### src/rtl/sm_eth_pkt_pkg.sv
// Shared types and helpers for the egress packet sink.
// Holds the FSM encoding, LFSR constants and saturating arithmetic.
package sm_eth_pkt_pkg;

  typedef enum logic {
    ST_IDLE,
    ST_IN_PKT
  } sink_state_t;

  localparam logic [15:0] LFSR_SEED = 16'hACE1;
  // Fibonacci taps 16,14,13,11 -> bits 15,13,12,10
  localparam logic [15:0] LFSR_TAPS = 16'hB400;

  // Widths up to 48 bits fit, so the 64-bit sum cannot overflow.
  function automatic logic [63:0] sat_add(
    input logic [63:0] a,
    input logic [63:0] b,
    input int unsigned w
  );
    logic [63:0] sum;
    logic [63:0] max;
    max = (64'd1 << w) - 64'd1;
    sum = a + b;
    sat_add = (sum > max) ? max : sum;
  endfunction

endpackage

### src/rtl/sm_eth_bp_lfsr.sv
// 16-bit Fibonacci LFSR used to generate pseudo-random backpressure.
// Loads the seed on reset and steps only while enabled.
module sm_eth_bp_lfsr
  import sm_eth_pkt_pkg::*;
(
  input  logic        clk,
  input  logic        rst,
  input  logic        en,
  input  logic [15:0] seed,
  output logic [15:0] lfsr
);

  logic fb;

  assign fb = ^(lfsr & LFSR_TAPS);

  always_ff @(posedge clk) begin
    if (rst) begin
      lfsr <= seed;
    end else if (en) begin
      lfsr <= {lfsr[14:0], fb};
    end
  end

endmodule

### src/rtl/sm_eth_egress_pkt_sink.sv
// Avalon-ST egress packet sink: backpressure, SOP/EOP framing checks
// and saturating per-port packet, byte and error statistics.
module sm_eth_egress_pkt_sink
  import sm_eth_pkt_pkg::*;
#(
  parameter int DATA_W     = 64,
  parameter int EMPTY_W    = 3,
  parameter int CNT_W      = 32,
  parameter int BYTE_CNT_W = 48,
  parameter int LEN_W      = 16
) (
  input  logic                  egress_clk,
  input  logic                  egress_rst,
  input  logic [DATA_W-1:0]     egress_data,
  input  logic                  egress_valid,
  output logic                  egress_ready,
  input  logic                  egress_sop,
  input  logic                  egress_eop,
  input  logic [EMPTY_W-1:0]    egress_empty,
  input  logic                  egress_error,
  input  logic                  bp_en,
  input  logic [3:0]            bp_thresh,
  input  logic                  stat_clear,
  output logic [CNT_W-1:0]      pkt_cnt,
  output logic [CNT_W-1:0]      pkt_err_cnt,
  output logic [BYTE_CNT_W-1:0] byte_cnt,
  output logic [CNT_W-1:0]      missing_sop_cnt,
  output logic [CNT_W-1:0]      missing_eop_cnt,
  output logic [LEN_W-1:0]      last_len,
  output logic                  last_len_vld
);

  localparam int BEAT_B = DATA_W / 8;

  sink_state_t      state;
  logic [LEN_W-1:0] len_acc;
  logic [15:0]      lfsr;
  logic             xfer;
  logic             done;
  logic             drop_sop;
  logic             drop_eop;
  logic [LEN_W-1:0] base;
  logic [LEN_W:0]   len_sum;
  logic [LEN_W-1:0] pkt_len;
  logic [LEN_W:0]   acc_sum;
  logic [LEN_W-1:0] acc_next;
  logic             unused_ok;

  assign unused_ok = ^{egress_data, lfsr[15:4]};

  sm_eth_bp_lfsr u_lfsr (
    .clk  (egress_clk),
    .rst  (egress_rst),
    .en   (bp_en),
    .seed (LFSR_SEED),
    .lfsr (lfsr)
  );

  assign xfer = egress_valid & egress_ready;

  always_comb begin
    done     = 1'b0;
    drop_sop = 1'b0;
    drop_eop = 1'b0;
    base     = '0;
    if (xfer) begin
      unique case (state)
        ST_IDLE: begin
          drop_sop = !egress_sop;
          done     = egress_sop & egress_eop;
        end
        ST_IN_PKT: begin
          drop_eop = egress_sop;
          done     = egress_eop;
          base     = egress_sop ? '0 : len_acc;
        end
        default: ;
      endcase
    end
  end

  // A SOP always restarts the length, even when it replaces an open packet.
  always_comb begin
    len_sum  = (LEN_W+1)'(base) + (LEN_W+1)'(BEAT_B)
             - (LEN_W+1)'(egress_empty);
    pkt_len  = len_sum[LEN_W] ? '1 : len_sum[LEN_W-1:0];
    acc_sum  = (LEN_W+1)'(len_acc) + (LEN_W+1)'(BEAT_B);
    acc_next = acc_sum[LEN_W] ? '1 : acc_sum[LEN_W-1:0];
  end

  always_ff @(posedge egress_clk) begin
    if (egress_rst) begin
      egress_ready <= 1'b0;
    end else if (bp_en) begin
      egress_ready <= !(lfsr[3:0] < bp_thresh);
    end else begin
      egress_ready <= 1'b1;
    end
  end

  always_ff @(posedge egress_clk) begin
    if (egress_rst) begin
      state   <= ST_IDLE;
      len_acc <= '0;
    end else if (xfer) begin
      unique case (state)
        ST_IDLE: begin
          if (egress_sop && !egress_eop) begin
            state   <= ST_IN_PKT;
            len_acc <= LEN_W'(BEAT_B);
          end
        end
        ST_IN_PKT: begin
          if (egress_sop) begin
            if (egress_eop) begin
              state <= ST_IDLE;
            end else begin
              len_acc <= LEN_W'(BEAT_B);
            end
          end else if (egress_eop) begin
            state <= ST_IDLE;
          end else begin
            len_acc <= acc_next;
          end
        end
        default: state <= ST_IDLE;
      endcase
    end
  end

  always_ff @(posedge egress_clk) begin
    if (egress_rst) begin
      pkt_cnt         <= '0;
      pkt_err_cnt     <= '0;
      byte_cnt        <= '0;
      missing_sop_cnt <= '0;
      missing_eop_cnt <= '0;
      last_len        <= '0;
      last_len_vld    <= 1'b0;
    end else begin
      last_len_vld <= done;
      if (done) begin
        last_len <= pkt_len;
      end
      if (stat_clear) begin
        pkt_cnt         <= '0;
        pkt_err_cnt     <= '0;
        byte_cnt        <= '0;
        missing_sop_cnt <= '0;
        missing_eop_cnt <= '0;
      end else begin
        if (done) begin
          pkt_cnt  <= CNT_W'(sat_add(64'(pkt_cnt), 64'd1, CNT_W));
          byte_cnt <= BYTE_CNT_W'(sat_add(64'(byte_cnt),
                                          64'(pkt_len), BYTE_CNT_W));
          if (egress_error) begin
            pkt_err_cnt <= CNT_W'(sat_add(64'(pkt_err_cnt),
                                          64'd1, CNT_W));
          end
        end
        if (drop_sop) begin
          missing_sop_cnt <= CNT_W'(sat_add(64'(missing_sop_cnt),
                                            64'd1, CNT_W));
        end
        if (drop_eop) begin
          missing_eop_cnt <= CNT_W'(sat_add(64'(missing_eop_cnt),
                                            64'd1, CNT_W));
        end
      end
    end
  end

endmodule

### config.mk
export PLATFORM = sky130hd
export DESIGN_NAME = sm_eth_egress_pkt_sink
export DESIGN_NICKNAME = d
export VERILOG_FILES = /design/src/rtl/sm_eth_pkt_pkg.sv /design/src/rtl/sm_eth_bp_lfsr.sv /design/src/rtl/sm_eth_egress_pkt_sink.sv
export SDC_FILE = /design/constraint.sdc
export NUM_CORES = 1
export LEC_CHECK = 0
export CAP_MARGIN = 20
export CORE_UTILIZATION = 53
export DETAILED_ROUTE_END_ITERATION = 12
export PLACE_DENSITY_LB_ADDON = 0.25
export SLEW_MARGIN = 20
export SYNTH_ARGS = -nofsm -noshare
export SYNTH_HDL_FRONTEND = slang
export SYNTH_SLANG_ARGS = --single-unit
### constraint.sdc
create_clock -name egress_clk -period 9.46 [get_ports egress_clk]
set_clock_uncertainty 0.05 [all_clocks]
set_input_delay 1.892 -clock egress_clk [delete_from_list [all_inputs] [get_ports egress_clk]]
set_output_delay 1.892 -clock egress_clk [all_outputs]
set_load 0.02 [all_outputs]
Yosys cells after proc, flatten, opt, wreduce, memory -nomap -nowiden
Cells that the tools add are included.

Bitwise operators: 3. Multiplexer cells: 25. $add $sub $neg: 8. Equal/unequal tests: 2. Magnitude comparators: 6. Reductions and logical operators: 8.

Operators by type and width (number): $mux W16 (9); $add A32 B1 Y33 const B (4); $gt A33 B32 Y1 const B (4); $mux W32 (4); $add A48 B16 Y49 (1); $gt A49 B48 Y1 const B (1); $mux W48 (1); $add A16 B4 Y17 const B (2); $pmux W16 S2 (1); $sub A17 B3 Y17 (1); $reduce_xor A16 Y1 (1); $mux W1 (8); $lt A4 B4 Y1 (1); $ne A2 B2 Y1 const B (2); $pmux W1 S2 (2); $logic_not A1 Y1 (3); $reduce_and A3 Y1 (1); $and A1 B1 Y1 (2); $reduce_and A2 Y1 (1); $reduce_or A2 Y1 (1); $logic_and A1 B1 Y1 (1); $not A1 Y1 (1).

Flip-flop bits (word level): 227. Output and inout port bits: 194. Logic and storage cells: 63. Input bits: 79.

Longest topological paths before layout
Depth after elaboration: 9. Gate-level depth with buffers: 25. Mapped depth without buffers: 23.

By module
A second synthesis with hierarchy kept.

Cells, all modules: 1693. Area total of the unflattened synthesis: 13541.7 sq um.

By module, submodules not included: sm_eth_egress_pkt_sink (times used 1, area each 12793.5 sq um, cells each 1654, sequential area each 4184.0 sq um); sm_eth_bp_lfsr (times used 1, area each 748.2 sq um, cells each 39, sequential area each 480.5 sq um).

Least setup slack after synthesis
OpenSTA, ideal clock, no wires.

Path type: input -> register. Start: in egress_sop. End: reg byte_cnt[36]. Setup time: 0.091 ns. Required time: 9.319 ns. Data arrival time: 7.509 ns. Setup slack: 1.810 ns. Path buffers: 3. Cell stages on the path: 25. Cell sequence: and4b_1 -> clkbuf_1 -> clkbuf_1 -> nand2_1 -> inv_1 -> ha_1 -> ha_1 -> a211oi_1 -> nor3_1 -> o311ai_0 -> a21oi_1 -> mux2i_1 -> nand2_1 -> clkbuf_1 -> nand2_1 -> ha_1 -> fa_1 -> a21o_1 -> a21oi_1 -> o21ai_0 -> nand3_1 -> a211o_1 -> a211oi_1 -> a41oi_1 -> a311oi_1.

Word-level cells in the longest chain between the ends: 9. Elaborated cells on any way between the ends: 12. Those cells by class: 3 x add/sub; 1 x order compare; 7 x mux; 1 x bitwise.

Ends and longest elaborated chain: start, declared (RTL line sm_eth_egress_pkt_sink.sv:17) `input logic egress_sop,`; $mux W16 (*) (RTL line sm_eth_egress_pkt_sink.sv:75) `base = egress_sop ? '0 : len_acc;`; $mux W16 (*) (RTL line sm_eth_egress_pkt_sink.sv:67) `unique case (state)`; $mux W16 (*) (RTL line sm_eth_egress_pkt_sink.sv:66) `if (xfer) begin`; $add A16 B4 Y17 (*) (RTL line sm_eth_egress_pkt_sink.sv:84) `len_sum = (LEN_W+1)'(base) + (LEN_W+1)'(BEAT_B)`; $sub A17 B3 Y17 (*) (RTL line sm_eth_egress_pkt_sink.sv:85) `- (LEN_W+1)'(egress_empty);`; $mux W16 (*) (RTL line sm_eth_egress_pkt_sink.sv:86) `pkt_len = len_sum[LEN_W] ? '1 : len_sum[LEN_W-1:0];`; via pkt_len[0] (RTL line sm_eth_egress_pkt_sink.sv:44) `logic [LEN_W-1:0] pkt_len;`; $add A48 B16 Y49 (*) (RTL line sm_eth_pkt_pkg.sv:23) `sum = a + b;`; $gt A49 B48 Y1 (RTL line sm_eth_pkt_pkg.sv:24) `sat_add = (sum > max) ? max : sum;`; $mux W48 (*) (RTL line sm_eth_pkt_pkg.sv:24); end signal, assigned (RTL line sm_eth_egress_pkt_sink.sv:154) `byte_cnt <= BYTE_CNT_W'(sat_add(64'(byte_cnt),`; end, declared (RTL line sm_eth_egress_pkt_sink.sv:26) `output logic [BYTE_CNT_W-1:0] byte_cnt,`.

The timed path passes the listed nets; every way through them passes the cells marked *. A chain may end at the register's enable or synchronous reset.

Worst setup path after layout
Start: in egress_sop. End: reg byte_cnt[35].

The elaborated chain is that of the path after synthesis.

==> results by stage <==
Clocking:
- The depth of the CTS H-tree is 1.
- The number of clock sinks is 225.
- The clock root buffer master is clkbuf_16.
- The number of buffers inserted to repair setup after CTS is 0.
- The register clock-pin slew on the reported worst setup and hold paths is 0.06 ns.
- Clock latency on the worst-skew pair, taken at its later pin, is 0.54 ns.
- TritonCTS built the clock tree.
- Counting along the longest clock path gives a buffer depth of 3.
- The count of instances resized after the clock tree is built is 0.
- The CTS buffer count is 27.
- The number of hold-repair buffers added at the cts stage is 0.

Place:
- Timing analysis after detailed placement gives a worst setup slack of 0.672 ns.
- During placement, the flow inserted port buffers numbering 208.
- The detailed-placement wirelength estimate is 29100 um.
- The congestion estimate from routability-driven global placement came to 0.968.

Synthesis:
- After synthesis the netlist holds a flip-flop and latch count of 225.
- When the netlist entered floorplanning its net count stood at 1972.
- The number of library cell types mapped by synthesis is 72.
- The compound-cell area share of the yosys netlist is 0.256.
- The mapped netlist covers 0.0141 mm^2.
- After synthesis, the largest family of logic cells by area is simple AND/OR/NAND/NOR gates.
- Of the total synthesized cell area, the portion taken by full adders, half adders and majority gates is 0.0437.
- The cell accounting for the most synthesized area is dfxtp_1.
- In the post-synthesis netlist, the biggest area contributors are dfxtp_1 (32%), o21ai_0 (5.2%), nor2_1 (4.3%).
- The xor and xnor area share after synthesis is 0.0342.
- Of the total synthesized cell area, the portion taken by AND, OR, NAND and NOR gates is 0.289.
- The number of instances in the synthesized netlist is 1845.
- The top cell type's share of synthesized area is 0.320.
- In the synthesized netlist the async set-or-reset flop fraction comes to 0.
- The Yosys warning count is 0.
- The number of flops mapped to enable cells by yosys is 0.
- A synthesized cell averages 7.64 um^2.
- The share of the Yosys chip area taken by registers is 0.320.
- The dominant synthesized flop cell is dfxtp_1.
- The portion of netlist area occupied by mux cells is 0.00710.

STA:
- In this run the tightest slew margin relative to its limit is 0.217.
- The final worst-path setup slack is 0.993 ns.
- Setup repair after global routing left no endpoint under its margin.
- Timing would allow up to 118 MHz.
- Of the available clock period, the critical path in the final layout requires 0.895.
- The setup-violating endpoint count in the final report is 0.
- The setup TNS is 0 ns.
- The number of max-slew violations in the final report is 0.
- The number of failing hold endpoints at the final stage is 0.
- For the pin with the worst max-slew slack, the measured transition is 1.16 ns.
- The minimum clock period is 8.47 ns.

Power and ir drop:
- The internal power component is 1.71 mW.
- The power density of the placed cells is 128 mW/mm^2.
- The sequential fraction of design power is 0.437.
- The worst-case IR drop observed on VDD is 0.000117 V.
- The power spent charging and discharging nets is 490 uW.
- Of the total power, combinational logic draws 0.038.
- The switching part of the total power is 0.222.
- In this run the static leakage power is 5.81 nW.
- The share of power burned in the clock network is 0.525.

Cells and area:
- The synthesis-to-finish area growth is 22.6%.
- After the last flow step, the layout net total stands at 2111.
- In the final layout, the share of cells above drive strength 1 is 0.0459.
- The multi-input combinational cells in the finished layout cover a total of 0.00889 mm^2.
- The number of fill cells in the layout is 2248.
- The register cell area after layout is 0.00450 mm^2.
- The number of antenna cells inserted is 0.

Routing:
- The number of vias in the routed layout is 15.2k.
- The first detailed-routing pass ran for 7 iterations.
- The count of unresolved DRC violations after routing is 0.
- The detailed router finished its first iteration with 1744 violations.
- The average detailed-routed wire length per instance is 18.2 um.
- The routed design has 42700 um of wire.
- In the routed layout, each cell is associated on average with a via count of 6.51.
- The detail route stage leaves a number of antenna-violating nets equal to 0.

Floorplan:
- The overall die area is 0.0272 mm^2.
- The die width is 165 um.
- The vertical extent of the die is 165 um.
- In this run the count of I/O pins placed on the die edge is 273.
- The total area inside the core boundary comes to 0.0261 mm^2.
- The initial utilization of the core area, before any placement, comes to 0.541.
- The standard-cell row count is 59.

Global routing:
- For this run the aggregate overflow at the end of global routing stands at 0.
- The first-pass GRT wire length is 67700 um.
- The number of antenna violations at the first check in global routing is 0.
- The maximum number of pins on one net before global-route repair is 105.
- The number of global-route vias before repair is 13.5k.
- Across every metal layer, demand over resource in global routing totals 0.301.

Flow run:
- The tool flagged a number of max-cap violations equal to 0.

Setup path:
- The number of cells on the worst reg-to-reg path is 23.
- The launching instance or port of the critical path is egress_sop.
- The kind of critical path is primary input to flip-flop.
- The endpoint type of the worst setup path is a flip-flop.
- For the worst setup path, the data required time is 9.74 ns.
- The startpoint class of the critical path is a primary input.
- In this run the critical register-to-register path is captured at byte_cnt[35].
- Data arrives at the worst endpoint at 8.75 ns.
- The startpoint of the worst-slack reg-to-reg timing path is state.
- For flop-to-flop paths, the worst setup slack is 2.50 ns.
- Along the worst path, the maximum fanout reaches 11.
- The capturing instance or port of the critical path is byte_cnt[35].

Min path:
- The worst hold-check path type is flip-flop to flip-flop.

Outcome:
- The run finished with clean final reports.
==> synthesized netlist by cell type, types with 6 or more instances <==
master and number:
clkbuf_1 94, o2111ai_1 6, o21ai_0 146, or4_1 9, a311oi_1 39, a211o_1 13
xor2_1 28, nand2_1 128, and2_1 24, o21a_1 6, dfxtp_1 225, nand2b_1 18
a41oi_1 18, o21bai_1 7, and3_1 66, nor4_1 36, nor2b_1 23, xnor2_1 27
a211oi_1 37, ha_1 46, nor2_1 160, mux2i_1 10, nor3_1 103, o41ai_1 9
o211ai_1 7, a31oi_1 68, buf_2 13, or2_2 6, a21o_1 14, and4_1 25
o22ai_1 27, nand4_1 42, a21oi_1 91, a221oi_1 10, nor3b_1 7, inv_1 63
nand4b_1 9, or3_1 11, o31ai_1 9, nand3_1 90
==> layer usage <==
| metal | vias to the layer above | wire (um) | track usage | part of all wire |
|---|---|---|---|---|
| met3 | 88 | 3630 | 0.0450 | 0.085 |
| met5 | - | 0 | 0 | 0 |
| met2 | 702 | 19600 | 0.493 | 0.46 |
| met1 | 7140 | 18500 | 0.409 | 0.43 |
| li1 | 7286 | - | - | - |
| met4 | 0 | 979 | 0.0859 | 0.023 |
==> final cells by class <==
cell class              count  share of cell area
repair buffers            228               0.129
multi-input cells        1439               0.515
well taps                 335              0.0243
inverters                  63              0.0137
clock inverters            15              0.0138
flip-flops and latches    225               0.261
clock buffers              34              0.0435
==> power by group through the flow <==
| stage | clock network, mW | logic [mW] | registers [mW] |
|---|---|---|---|
| final | 1.16 | 0.0834 | 0.963 |
| after detailed placement | 0 | 0.0821 | 0.984 |
| after floorplan | 0 | 0.0498 | 0.986 |
| after global routing | 1.21 | 0.0912 | 0.964 |
| after CTS | 1.17 | 0.0829 | 0.963 |
| after global placement | 0 | 0.0799 | 0.984 |
==> sequential cells by signal (all words and copies together) (netlist names) <==
register / flops
byte_cnt: 48
missing_eop_cnt: 32
missing_sop_cnt: 32
pkt_cnt: 32
pkt_err_cnt: 32
last_len: 16
u_lfsr.lfsr: 16
len_acc: 14
egress_ready: 1
last_len_vld: 1
state: 1
==> metrics by stage <==
stage,utilization,hold WS (ns),instances,cell area (um^2),power [mW]
finish,0.663,0.410,2339,17300,2.20
global route,0.663,0.446,2339,17300,2.26
CTS,0.663,0.410,2339,17300,2.21
detailed placement,0.625,0.398,2290,16300,1.07
global placement,0.625,0.385,2289,16300,1.06
floorplan,-,0.381,1845,14100,1.04
==> worst min-delay path by stage <==
stage	start	depth (start not counted)	slack [ns]	end
6_report	u_lfsr.lfsr[5]	1	0.41	u_lfsr.lfsr[6]
2_1_floorplan	u_lfsr.lfsr[5]	1	0.38	u_lfsr.lfsr[6]
4_1_cts	u_lfsr.lfsr[5]	1	0.41	u_lfsr.lfsr[6]
3_5_place_dp	u_lfsr.lfsr[5]	1	0.40	u_lfsr.lfsr[6]
5_1_grt	u_lfsr.lfsr[5]	1	0.45	u_lfsr.lfsr[6]
3_3_place_gp	u_lfsr.lfsr[5]	1	0.39	u_lfsr.lfsr[6]
==> critical path: stages <==
cell and delay, ns:
clkdlybuf4s50_1 0.69, and4b_1 0.27, nand2_1 0.12, inv_1 0.08, ha_1 0.30, ha_1 0.32
a211oi_1 0.48, nor3_1 0.16, o311ai_0 0.51, a21oi_1 0.15, mux2i_1 0.21, nand2_1 0.31
nand2_1 0.11, ha_1 0.22, fa_1 0.43, a21o_1 0.20, a21oi_1 0.28, o21ai_0 0.20
nand3_1 0.21, a211o_1 0.27, a211oi_2 0.10, buf_4 0.19, nor3_1 0.80, a221oi_1 0.25
==> placed cells by master (no fill, tap or decap), types with 11 or more instances in the layout <==
cell | synthesis | routed
dfxtp_1 | 225 | 225
clkdlybuf4s50_1 | 0 | 207
nor2_1 | 160 | 159
o21ai_0 | 146 | 146
nand2_1 | 128 | 128
nor3_1 | 103 | 102
a21oi_1 | 91 | 91
nand3_1 | 90 | 90
a31oi_1 | 68 | 68
and3_1 | 66 | 66
inv_1 | 63 | 63
ha_1 | 46 | 46
nand4_1 | 42 | 42
a311oi_1 | 39 | 39
a211oi_1 | 37 | 37
nor4_1 | 36 | 36
xor2_1 | 28 | 28
xnor2_1 | 27 | 27
o22ai_1 | 27 | 27
clkbuf_16 | 0 | 27
and2_1 | 24 | 25
and4_1 | 25 | 25
nor2b_1 | 23 | 23
buf_4 | 4 | 20
nand2b_1 | 18 | 18
a41oi_1 | 18 | 18
a21o_1 | 14 | 14
a211o_1 | 13 | 13
or3_1 | 11 | 11
==> cell families after synthesis <==
family,after synthesis
xor gates and xnor gates,55
and+or+nand+nor,777
muxes,10
adders and majority gates,48
AOI/OAI and AO/OA,549
buffers and inverters,181
DFF,225
Power figures use the tool's default switching activity.
